<file path="config.mk">
export PLATFORM = sky130hd
export DESIGN_NAME = mem_access_unit
export DESIGN_NICKNAME = d
export VERILOG_FILES = /design/src/rtl/mcpc_mem_pkg.sv /design/src/rtl/mem_region_decoder.sv /design/src/rtl/mem_access_unit.sv
export SDC_FILE = /design/constraint.sdc
export NUM_CORES = 1
export LEC_CHECK = 0
export ABC_AREA = 1
export ABC_CLOCK_PERIOD_IN_PS = 3470
export BUFFER_PORTS_ARGS = -buffer_cell sky130_fd_sc_hd__buf_2
export CAP_MARGIN = 5
export CORE_AREA = 5 5 134 136
export CTS_BUF_LIST = sky130_fd_sc_hd__clkbuf_2
export DETAILED_ROUTE_END_ITERATION = 16
export DIE_AREA = 0 0 139 141
export HOLD_SLACK_MARGIN = 0.12
export SETUP_SLACK_MARGIN = 0.15
export SLEW_MARGIN = 20
export SYNTH_ARGS = -nofsm -noshare
export SYNTH_HDL_FRONTEND = slang
export SYNTH_SLANG_ARGS = --single-unit
</file>
<file path="constraint.sdc">
create_clock -name clk -period 3.47 [get_ports clk]
set_clock_uncertainty 0.05 [all_clocks]
set_input_delay 0 -clock clk [delete_from_list [all_inputs] [get_ports clk]]
set_output_delay 0 -clock clk [all_outputs]
set_load 0.05 [all_outputs]
</file>
<file path="src/rtl/mcpc_mem_pkg.sv">
// mcpc_mem_pkg: shared FSM/region types and default address windows for the memory access unit
package mcpc_mem_pkg;
  typedef enum logic [2:0] {IDLE, RAM_RD_ISSUE, RAM_RD_WAIT, RAM_WR_ISSUE, ROM_RD, ROM_CAP, RESP} state_t;
  typedef enum logic [1:0] {REG_RAM, REG_ROM, REG_FB, REG_UNMAPPED} region_t;
  localparam int unsigned DEF_ROM_BASE  = 32'hD000;
  localparam int unsigned DEF_ROM_DEPTH = 2048;
  localparam int unsigned DEF_FB_BASE   = 32'hE000;
  localparam int unsigned DEF_FB_DEPTH  = 4800;
endpackage

</file>
<file path="src/rtl/mem_region_decoder.sv">
// mem_region_decoder: maps a core address onto RAM, ROM, framebuffer or unmapped space
module mem_region_decoder import mcpc_mem_pkg::*; #(
  parameter int unsigned ADDR_W    = 16,
  parameter int unsigned ROM_BASE  = DEF_ROM_BASE,
  parameter int unsigned ROM_DEPTH = DEF_ROM_DEPTH,
  parameter int unsigned FB_BASE   = DEF_FB_BASE,
  parameter int unsigned FB_DEPTH  = DEF_FB_DEPTH
) (
  input  logic [ADDR_W-1:0] addr_i,
  output region_t           region_o
);
  logic [31:0] a;
  assign a = 32'(addr_i);
  // MSB clear is RAM; config space is split into the ROM and framebuffer windows
  always_comb region_o = !addr_i[ADDR_W-1] ? REG_RAM :
                         (a >= ROM_BASE && a < ROM_BASE + ROM_DEPTH) ? REG_ROM :
                         (a >= FB_BASE && a < FB_BASE + FB_DEPTH) ? REG_FB : REG_UNMAPPED;
endmodule

</file>
<file path="src/rtl/mem_access_unit.sv">
// mem_access_unit: routes single core requests to SDRAM, boot ROM or framebuffer with timeout
module mem_access_unit import mcpc_mem_pkg::*; #(
  parameter int unsigned DATA_W         = 16,
  parameter int unsigned ADDR_W         = 16,
  parameter int unsigned RAM_ADDR_W     = 25,
  parameter int unsigned ROM_BASE       = DEF_ROM_BASE,
  parameter int unsigned ROM_DEPTH      = DEF_ROM_DEPTH,
  parameter int unsigned FB_BASE        = DEF_FB_BASE,
  parameter int unsigned FB_DEPTH       = DEF_FB_DEPTH,
  parameter int unsigned FB_DATA_W      = 8,
  parameter int unsigned TIMEOUT_CYCLES = 255,
  localparam int unsigned ROM_AW = $clog2(ROM_DEPTH),
  localparam int unsigned FB_AW  = $clog2(FB_DEPTH)
) (
  input  logic                  clk,
  input  logic                  rst_n,
  input  logic                  req_valid,
  output logic                  req_ready,
  input  logic                  req_write,
  input  logic [ADDR_W-1:0]     req_addr,
  input  logic [DATA_W-1:0]     req_wdata,
  output logic                  rsp_valid,
  output logic [DATA_W-1:0]     rsp_rdata,
  output logic                  rsp_err,
  output logic                  ram_rd_enable,
  output logic [RAM_ADDR_W-1:0] ram_rd_addr,
  input  logic [DATA_W-1:0]     ram_rd_data,
  input  logic                  ram_rd_ready,
  output logic                  ram_wr_enable,
  output logic [RAM_ADDR_W-1:0] ram_wr_addr,
  output logic [DATA_W-1:0]     ram_wr_data,
  input  logic                  ram_busy,
  output logic [ROM_AW-1:0]     rom_addr,
  input  logic [DATA_W-1:0]     rom_data,
  output logic [FB_AW-1:0]      fb_addr,
  output logic [FB_DATA_W-1:0]  fb_data,
  output logic                  fb_we
);
  localparam int unsigned CNT_W = $clog2(TIMEOUT_CYCLES + 1);
  state_t                  state_q, state_d;
  region_t                 region;
  logic [CNT_W-1:0]        cnt_q, cnt_d;
  logic                    rsp_valid_q, rsp_valid_d, rsp_err_q, rsp_err_d;
  logic [DATA_W-1:0]       rsp_rdata_q, rsp_rdata_d;
  logic                    rd_en_q, rd_en_d, wr_en_q, wr_en_d;
  logic [RAM_ADDR_W-1:0]   rd_addr_q, rd_addr_d, wr_addr_q, wr_addr_d;
  logic [DATA_W-1:0]       wr_data_q, wr_data_d;
  logic [ROM_AW-1:0]       rom_addr_q, rom_addr_d;
  logic [FB_AW-1:0]        fb_addr_q, fb_addr_d;
  logic [FB_DATA_W-1:0]    fb_data_q, fb_data_d;
  logic                    fb_we_q, fb_we_d;
  logic                    done, done_err, timeout;
  logic [DATA_W-1:0]       done_data;

  mem_region_decoder #(
    .ADDR_W(ADDR_W), .ROM_BASE(ROM_BASE), .ROM_DEPTH(ROM_DEPTH), .FB_BASE(FB_BASE), .FB_DEPTH(FB_DEPTH)
  ) u_dec (
    .addr_i(req_addr),
    .region_o(region)
  );

  assign timeout = cnt_q >= CNT_W'(TIMEOUT_CYCLES - 1);

  // next state and registered-output values; completion of any path funnels through done
  always_comb begin
    state_d = state_q;
    cnt_d = cnt_q;
    rsp_valid_d = 1'b0;
    rsp_rdata_d = rsp_rdata_q;
    rsp_err_d = rsp_err_q;
    rd_en_d = 1'b0;
    wr_en_d = 1'b0;
    rd_addr_d = rd_addr_q;
    wr_addr_d = wr_addr_q;
    wr_data_d = wr_data_q;
    rom_addr_d = rom_addr_q;
    fb_addr_d = fb_addr_q;
    fb_data_d = fb_data_q;
    fb_we_d = 1'b0;
    done = 1'b0;
    done_err = 1'b0;
    done_data = '0;
    case (state_q)
      IDLE: if (req_valid) begin
        cnt_d = '0;
        if (region == REG_RAM) begin
          state_d = req_write ? RAM_WR_ISSUE : RAM_RD_ISSUE;
          rd_addr_d = req_write ? rd_addr_q : RAM_ADDR_W'(req_addr);
          wr_addr_d = req_write ? RAM_ADDR_W'(req_addr) : wr_addr_q;
          wr_data_d = req_write ? req_wdata : wr_data_q;
        end else if (region == REG_ROM && !req_write) begin
          state_d = ROM_RD;
          rom_addr_d = ROM_AW'(32'(req_addr) - ROM_BASE);
        end else begin
          done = 1'b1;
          done_err = !(region == REG_FB && req_write);
          fb_we_d = !done_err;
          fb_addr_d = done_err ? fb_addr_q : FB_AW'(32'(req_addr) - FB_BASE);
          fb_data_d = done_err ? fb_data_q : req_wdata[FB_DATA_W-1:0];
        end
      end
      RAM_RD_ISSUE, RAM_WR_ISSUE: begin
        cnt_d = cnt_q + 1'b1;
        if (rd_en_q || wr_en_q) begin
          if (state_q == RAM_WR_ISSUE) done = 1'b1;
          else state_d = RAM_RD_WAIT;
        end else if (timeout) begin
          done = 1'b1;
          done_err = 1'b1;
        end else if (!ram_busy) begin
          rd_en_d = state_q == RAM_RD_ISSUE;
          wr_en_d = state_q == RAM_WR_ISSUE;
        end
      end
      RAM_RD_WAIT: begin
        cnt_d = cnt_q + 1'b1;
        done = ram_rd_ready || timeout;
        done_err = !ram_rd_ready;
        done_data = ram_rd_ready ? ram_rd_data : '0;
      end
      ROM_RD: state_d = ROM_CAP;
      ROM_CAP: begin
        done = 1'b1;
        done_data = rom_data;
      end
      default: state_d = IDLE;
    endcase
    if (done) begin
      state_d = RESP;
      rsp_valid_d = 1'b1;
      rsp_rdata_d = done_err ? '0 : done_data;
      rsp_err_d = done_err;
    end
  end

  // state and output registers, cleared asynchronously so strobes drop the moment reset asserts
  always_ff @(posedge clk or negedge rst_n) begin
    if (!rst_n) begin
      state_q <= IDLE;
      cnt_q <= '0;
      rsp_valid_q <= 1'b0;
      rsp_rdata_q <= '0;
      rsp_err_q <= 1'b0;
      rd_en_q <= 1'b0;
      wr_en_q <= 1'b0;
      rd_addr_q <= '0;
      wr_addr_q <= '0;
      wr_data_q <= '0;
      rom_addr_q <= '0;
      fb_addr_q <= '0;
      fb_data_q <= '0;
      fb_we_q <= 1'b0;
    end else begin
      state_q <= state_d;
      cnt_q <= cnt_d;
      rsp_valid_q <= rsp_valid_d;
      rsp_rdata_q <= rsp_rdata_d;
      rsp_err_q <= rsp_err_d;
      rd_en_q <= rd_en_d;
      wr_en_q <= wr_en_d;
      rd_addr_q <= rd_addr_d;
      wr_addr_q <= wr_addr_d;
      wr_data_q <= wr_data_d;
      rom_addr_q <= rom_addr_d;
      fb_addr_q <= fb_addr_d;
      fb_data_q <= fb_data_d;
      fb_we_q <= fb_we_d;
    end
  end

  assign req_ready = state_q == IDLE;
  assign rsp_valid = rsp_valid_q;
  assign rsp_rdata = rsp_rdata_q;
  assign rsp_err = rsp_err_q;
  assign ram_rd_enable = rd_en_q;
  assign ram_rd_addr = rd_addr_q;
  assign ram_wr_enable = wr_en_q;
  assign ram_wr_addr = wr_addr_q;
  assign ram_wr_data = wr_data_q;
  assign rom_addr = rom_addr_q;
  assign fb_addr = fb_addr_q;
  assign fb_data = fb_data_q;
  assign fb_we = fb_we_q;
endmodule

</file>
==> flow_metrics.tcl, run 1 <==
set metrics [dict create \
    status "completed" \
    hpwlAfterDp_um 9630 \
    drtIter0Drc 241 \
    highest_layer "met4" \
    areaGrowthSynthToFinish_pct 55.4 \
    cts_root_buffer "clkbuf_2" \
    placed_cell_area_mm2 0.00590 \
    cts.path.max_buffers 2 \
    wl_um 16100 \
    remaining_drc_errors 0 \
    slowest_delay_ps 700 \
    synthCells 507 \
    synth_top_area_share_pct 57.2 \
    vias_per_cell 4.41 \
    fin_hold_ws_ps 186 \
    ioPinCount 190 \
    seq_area_mm2 0.00280 \
    crit_arrival_ps 3630 \
    ant_nets 0 \
    yosysUniqueCellTypes 33 \
    synth_edf_count 0 \
    multiInputGateArea_mm2 0.00173 \
    slew_headroom_pct 53.1 \
    ir_drop_v 0.000528 \
    cp_top_family "buffers and inverters" \
    drv_cap 0 \
    first_pass_iters 4 \
    start_util_pct 29.2 \
    nNetsFinal 902 \
    cts_buffers 9 \
    antenna_found_initial 0 \
    cts.sinks 112 \
    cts_tree "yes" \
    place.gp.congestion 0.849 \
    start_kind "flop" \
    final_hold_viol_count 0 \
    crit_chain "nor2_2 -> nand2_1 -> inv_2 -> nand2_2 -> nor3_4 -> dlygate4sd3_1 -> buf_4 -> nor2_1 -> a21oi_1 -> dlygate4sd3_1" \
    syn-cell-area_mm2 0.00490 \
    setup_viol 0 \
    intPower_mw 3.19 \
    drv_slew 0 \
    dr_wl_met3_um 1040 \
    antenna_cells 0 \
    swShare_pct 52.0 \
    fin_area_mm2 0.00762 \
    path_max_fanout 27 \
    grt_pass1_wl_um 26400 \
    ys_ff_latch 112 \
    wl_per_cell_um 15.1 \
    synthTopCellsByArea "dfrtp_1 (57%), nand2_1 (6.9%), nor2_1 (4.2%)" \
    timing.final.crit_share_pct 88.5 \
    synthArstFlopShare_pct 100 \
    utilization_pct 45.3 \
    grt_max_degree 71 \
    h-tree-depth 3 \
    fmax_mhz 326 \
    slowest_stage "dlygate4sd3_1" \
    wl_met2_um 7960 \
    vias 4676 \
    worst_pin_slew_ps 701 \
    core_mm2 0.0168 \
    crit_top_cell "dlygate4sd3_1" \
    seq_area_frac_synth_pct 57.2 \
    power.total_mw 6.65 \
    dieWidth_um 139 \
    layout-drive-gt1-share_pct 29.7 \
    portBuffers 171 \
    critical_path.endpoint_type "flop" \
    p_seq_share_pct 31.6 \
    synth_flop_cell "dfrtp_1" \
    wl_met1_um 6790 \
    p_clk_share_pct 10.6 \
    grt.overflow.total 0 \
    nFillCells 1593 \
    power.density_mw_per_mm2 873 \
    grt_pass1_vias 5124 \
    min_path_type "in2reg" \
    period_needed_ps 3070 \
    row_count 48 \
    rsz0062_at_grt "no" \
    clkTransAtPathRegs_ps 330 \
    grtUsageTotal_pct 16.6 \
    clk_latency_ps 630 \
    avgSynthCellArea_um2 9.67 \
    cp.required_ps 4030 \
    power_switching_mw 3.46 \
    finalSetupTns_ps 0 \
    critPathKind "reg2reg" \
    postCtsSetupBuffers 0 \
    die_h_um 141 \
    path_buf_inv 4 \
    cellLeakagePower_nw 3.88 \
    combPwrFrac_pct 57.7 \
    synth_area_leader_cell "dfrtp_1" \
    die_area_mm2 0.0196 \
    yosysWarnings 0 \
]
==> registers in the layout, indices dropped and copies added, names as in the netlist <==
name and flops:
ram_wr_enable 1, cnt_q 8, rsp_rdata 16, ram_rd_addr 16, fb_data 8, rom_addr 11, rsp_err 1, ram_wr_data 16
fb_addr 13, rsp_valid 1, ram_rd_enable 1, state_q 3, ram_wr_addr 16, fb_we 1
==> stage by stage <==
stage	instances	worst slack (ps)
floorplan	524	1790
global placement	888	1370
detailed placement	888	1310
CTS	1061	199
global route	1060	256
finish	1060	400
==> tightest hold or removal path, stage by stage <==
cell and delay, ps:
dlygate4sd3_1 530, buf_2 110, inv_1 80, o21ai_2 130
==> routing by layer <==
metal | GRT usage (%) | vias up
met2 | 28.8 | 158
li1 | - | 2267
met5 | 0 | -
met3 | 4.04 | 17
met4 | 5.87 | 0
met1 | 20.2 | 2234
==> placed cells by master, fill, tap and decap left out, types with 10 or more instances in the layout <==
| cell type | n |
|---|---|
| clkbuf_2 | 11 |
| nand2_1 | 90 |
| inv_1 | 41 |
| o21ai_2 | 10 |
| a21oi_1 | 36 |
| nor2_1 | 55 |
| o21ai_1 | 16 |
| o21ai_0 | 19 |
| a32oi_1 | 16 |
| nand2_2 | 21 |
| conb_1 | 18 |
| dlygate4sd3_1 | 154 |
| buf_2 | 170 |
| dfrtp_1 | 112 |
==> final timing paths <==
check	slack [ps]	end	cells past startpoint	start
max in group asynchronous	2660	cnt_q[1]$_DFFE_PN0P_	4	rst_n
setup reg to reg	400	ram_rd_addr[3]$_DFFE_PN0P_	10	state_q[1]$_DFFE_PN0P_
hold reg to reg	470	fb_addr[8]$_DFFE_PN0P_	2	fb_addr[8]$_DFFE_PN0P_
min in group asynchronous	320	ram_rd_addr[0]$_DFFE_PN0P_	4	rst_n
setup / recovery	400	ram_rd_addr[3]$_DFFE_PN0P_	10	state_q[1]$_DFFE_PN0P_
hold / removal	190	fb_addr[7]$_DFFE_PN0P_	4	req_addr[7]
==> synthesized netlist by cell type (all sizes together) (2+ instances only) <==
library cell and count:
a21oi 36, a32oi 16, buf 34, clkbuf 3, dfrtp 112, ha 2, inv 49, mux2 11
nand2 111, nand3 11, nand4 5, nor2 63, nor3 3, o21ai 45, xor2 2
==> area by class of cell <==
type / count / area share [%]
well taps: 225 / 3.70
flip-flops and latches: 112 / 36.8
multi-input cells: 326 / 22.6
inverters: 49 / 2.41
clock buffers: 11 / 0.723
repair buffers: 332 / 32.7
clock inverters: 5 / 1.05
==> what timing repair did <==
item                                    4_1_cts  5_1_grt
endpoints found under the setup margin        0        4
hold endpoints to repair                    224        0
gates resized for setup                       0        1
hold buffers                                157        0
==> power by group through the flow <==
stage	logic, mW	registers [mW]	clock network, mW
3_3_place_gp	3.30	2.12	0
3_5_place_dp	3.34	2.12	0
6_report	3.84	2.10	0.706
4_1_cts	3.81	2.10	0.734
5_1_grt	4.09	2.18	0.787
2_1_floorplan	0.975	3.68	0
==> logic make-up (layout without fill, tap and decap cells) <==
logic type	Yosys count	count (layout)	share of synthesized area, %
AO/OA/AOI/OAI	99	99	12.1
XOR/XNOR	2	2	0.357
buffers and inverters	86	397	8.93
flip-flops	112	112	57.2
AND/OR/NAND/NOR	194	194	18.3
adder cells (fa/ha/maj)	2	2	0.510
other	1	18	0.0765
multiplexers	11	11	2.53
Note: power is estimated with default switching activity, not from simulation.
==> inputs of run 2 (changes only) <==
==> constraint.sdc (replaced) <==
create_clock -name clk -period 3.47 [get_ports clk]
set_clock_uncertainty 0.05 [all_clocks]
set_input_delay 0.8675 -clock clk [delete_from_list [all_inputs] [get_ports clk]]
set_output_delay 0.8675 -clock clk [all_outputs]
set_load 0.05 [all_outputs]
==> run 2 against run 1 <==
Net effect: first-iteration DRC count is 14% lower; critical path depth fell by 6; register-to-register slack improved by 970 ps; sequential share of layout area grew 9.3 points; critical path type is now reg2out; largest cell class unchanged.
==> flow_metrics.tcl, run 2 (synthesized netlist as in run 1, its figures left out) <==
set metrics [dict create \
    status "completed" \
    grt_max_degree 84 \
    fin_area_mm2 0.00608 \
    crit_chain "nor2_2 -> nand2_1 -> inv_2 -> buf_2" \
    placed_cell_area_mm2 0.00592 \
    rsz0062_at_grt "no" \
    clk_latency_ps 630 \
    power.density_mw_per_mm2 1010 \
    cellLeakagePower_nw 3.24 \
    place.gp.congestion 0.843 \
    critical_path.endpoint_type "output pin" \
    ir_drop_v 0.000571 \
    grt.overflow.total 0 \
    dieWidth_um 139 \
    wl_per_cell_um 14.0 \
    cts.path.max_buffers 2 \
    path_max_fanout 6 \
    remaining_drc_errors 0 \
    grt_pass1_wl_um 20800 \
    timing.final.crit_share_pct 79.6 \
    final_common_cell "buf_2" \
    drv_slew 0 \
    slowest_stage "dfrtp_1" \
    setup_viol 0 \
    vias_per_cell 4.35 \
    pre_cts_ws_ps 1040 \
    path_buf_inv 2 \
    slew_headroom_pct 52.4 \
    cts.sinks 112 \
    first_pass_iters 4 \
    antenna_found_initial 0 \
    postCtsResizedCells 0 \
    finalSetupTns_ps 0 \
    ant_nets 0 \
    critPathKind "reg2out" \
    clkTransAtPathRegs_ps 340 \
    power.total_mw 6.12 \
    nFillCells 1759 \
    start_util_pct 29.2 \
    fmax_mhz 362 \
    grt_pass1_vias 4027 \
    crit_arrival_ps 1840 \
    layout_setup_ws_ps 709 \
    die_h_um 141 \
    row_count 48 \
    nNetsFinal 749 \
    drtIter0Drc 208 \
    slowest_delay_ps 570 \
    min_path_type "in2reg" \
    cts_tree "yes" \
    seq_area_mm2 0.00280 \
    drv_cap 0 \
    cts_buffers 9 \
    antenna_cells 0 \
    core_mm2 0.0168 \
    portBuffers 171 \
    h-tree-depth 3 \
    layout-drive-gt1-share_pct 36.7 \
    worst_pin_slew_ps 713 \
    wl_um 12700 \
    areaGrowthSynthToFinish_pct 24.1 \
    grtUsageTotal_pct 13.2 \
    vias 3946 \
    final_hold_viol_count 0 \
    cp.required_ps 2550 \
    hpwlAfterDp_um 9450 \
    start_kind "flop" \
    multiInputGateArea_mm2 0.00173 \
    cp_top_family "flip-flops" \
    period_needed_ps 2760 \
    final_cell_mix "buf_2 (170), dfrtp_1 (112), nand2_1 (90), nor2_1 (55), inv_1 (41)" \
    r2r_slack_ps 1370 \
    ioPinCount 190 \
    die_area_mm2 0.0196 \
    cts_root_buffer "clkbuf_2" \
]
## run 2: metal layers
| layer | vias up | GRT usage, % | part of all wire (%) |
|---|---|---|---|
| met2 | 134 | 21.1 | 46 |
| li1 | 1953 | - | - |
| met1 | 1847 | 16.7 | 45 |
| met5 | - | 0 | 0 |
| met3 | 12 | 4.48 | 8.1 |
| met4 | 0 | 4.43 | 1.5 |
## run 2: worst reg2reg max path: stages (launching register included)
cell and delay [ps]:
dfrtp_1 570, nor2_2 200, nand4_2 140, nor2_4 580, buf_4 310, nor2_1 60
a21oi_1 120
## run 2: area by class of cell
| class | count | share of cell area, % |
|---|---|---|
| multi-input combinational | 326 | 28.4 |
| clock buffer | 9 | 0.741 |
| tap | 225 | 4.63 |
| clock inverter | 7 | 1.81 |
| inverter | 49 | 3.02 |
| sequential | 112 | 46.1 |
| timing repair buffer | 179 | 15.3 |
## run 2: path summary, 6_finish.rpt
check / startpoint / to / cells after the start
worst max register to register: state_q[1]$_DFFE_PN0P_ / ram_wr_addr[1]$_DFFE_PN0P_ / 6
worst min-delay path: ram_busy / ram_rd_enable$_DFF_PN0_ / 2
max in group asynchronous: rst_n / rsp_rdata[9]$_DFFE_PN0P_ / 3
worst max-delay path: state_q[1]$_DFFE_PN0P_ / req_ready / 4
worst min register to register: rsp_rdata[3]$_DFFE_PN0P_ / rsp_rdata[3]$_DFFE_PN0P_ / 2
min in group asynchronous: rst_n / cnt_q[7]$_DFFE_PN0P_ / 2
## run 2: through the flow
stage	hold WS (ps)	utilization (%)	cells
global route	196	36.2	907
CTS	213	36.2	907
global placement	399	35.2	890
floorplan	435	-	524
detailed placement	405	35.2	890
finish	304	36.2	907
## run 2: what timing repair did
item,CTS,global route
hold buffers,1,0
hold endpoints to repair,29,0
setup buffers,0,0
setup endpoints to repair,0,0
## run 2: report_power, final
group,total (mW),internal [mW],switching (mW)
Clock,0.726,0.253,0.473
Sequential,2.10,1.79,0.308
Combinational,3.29,0.745,2.55
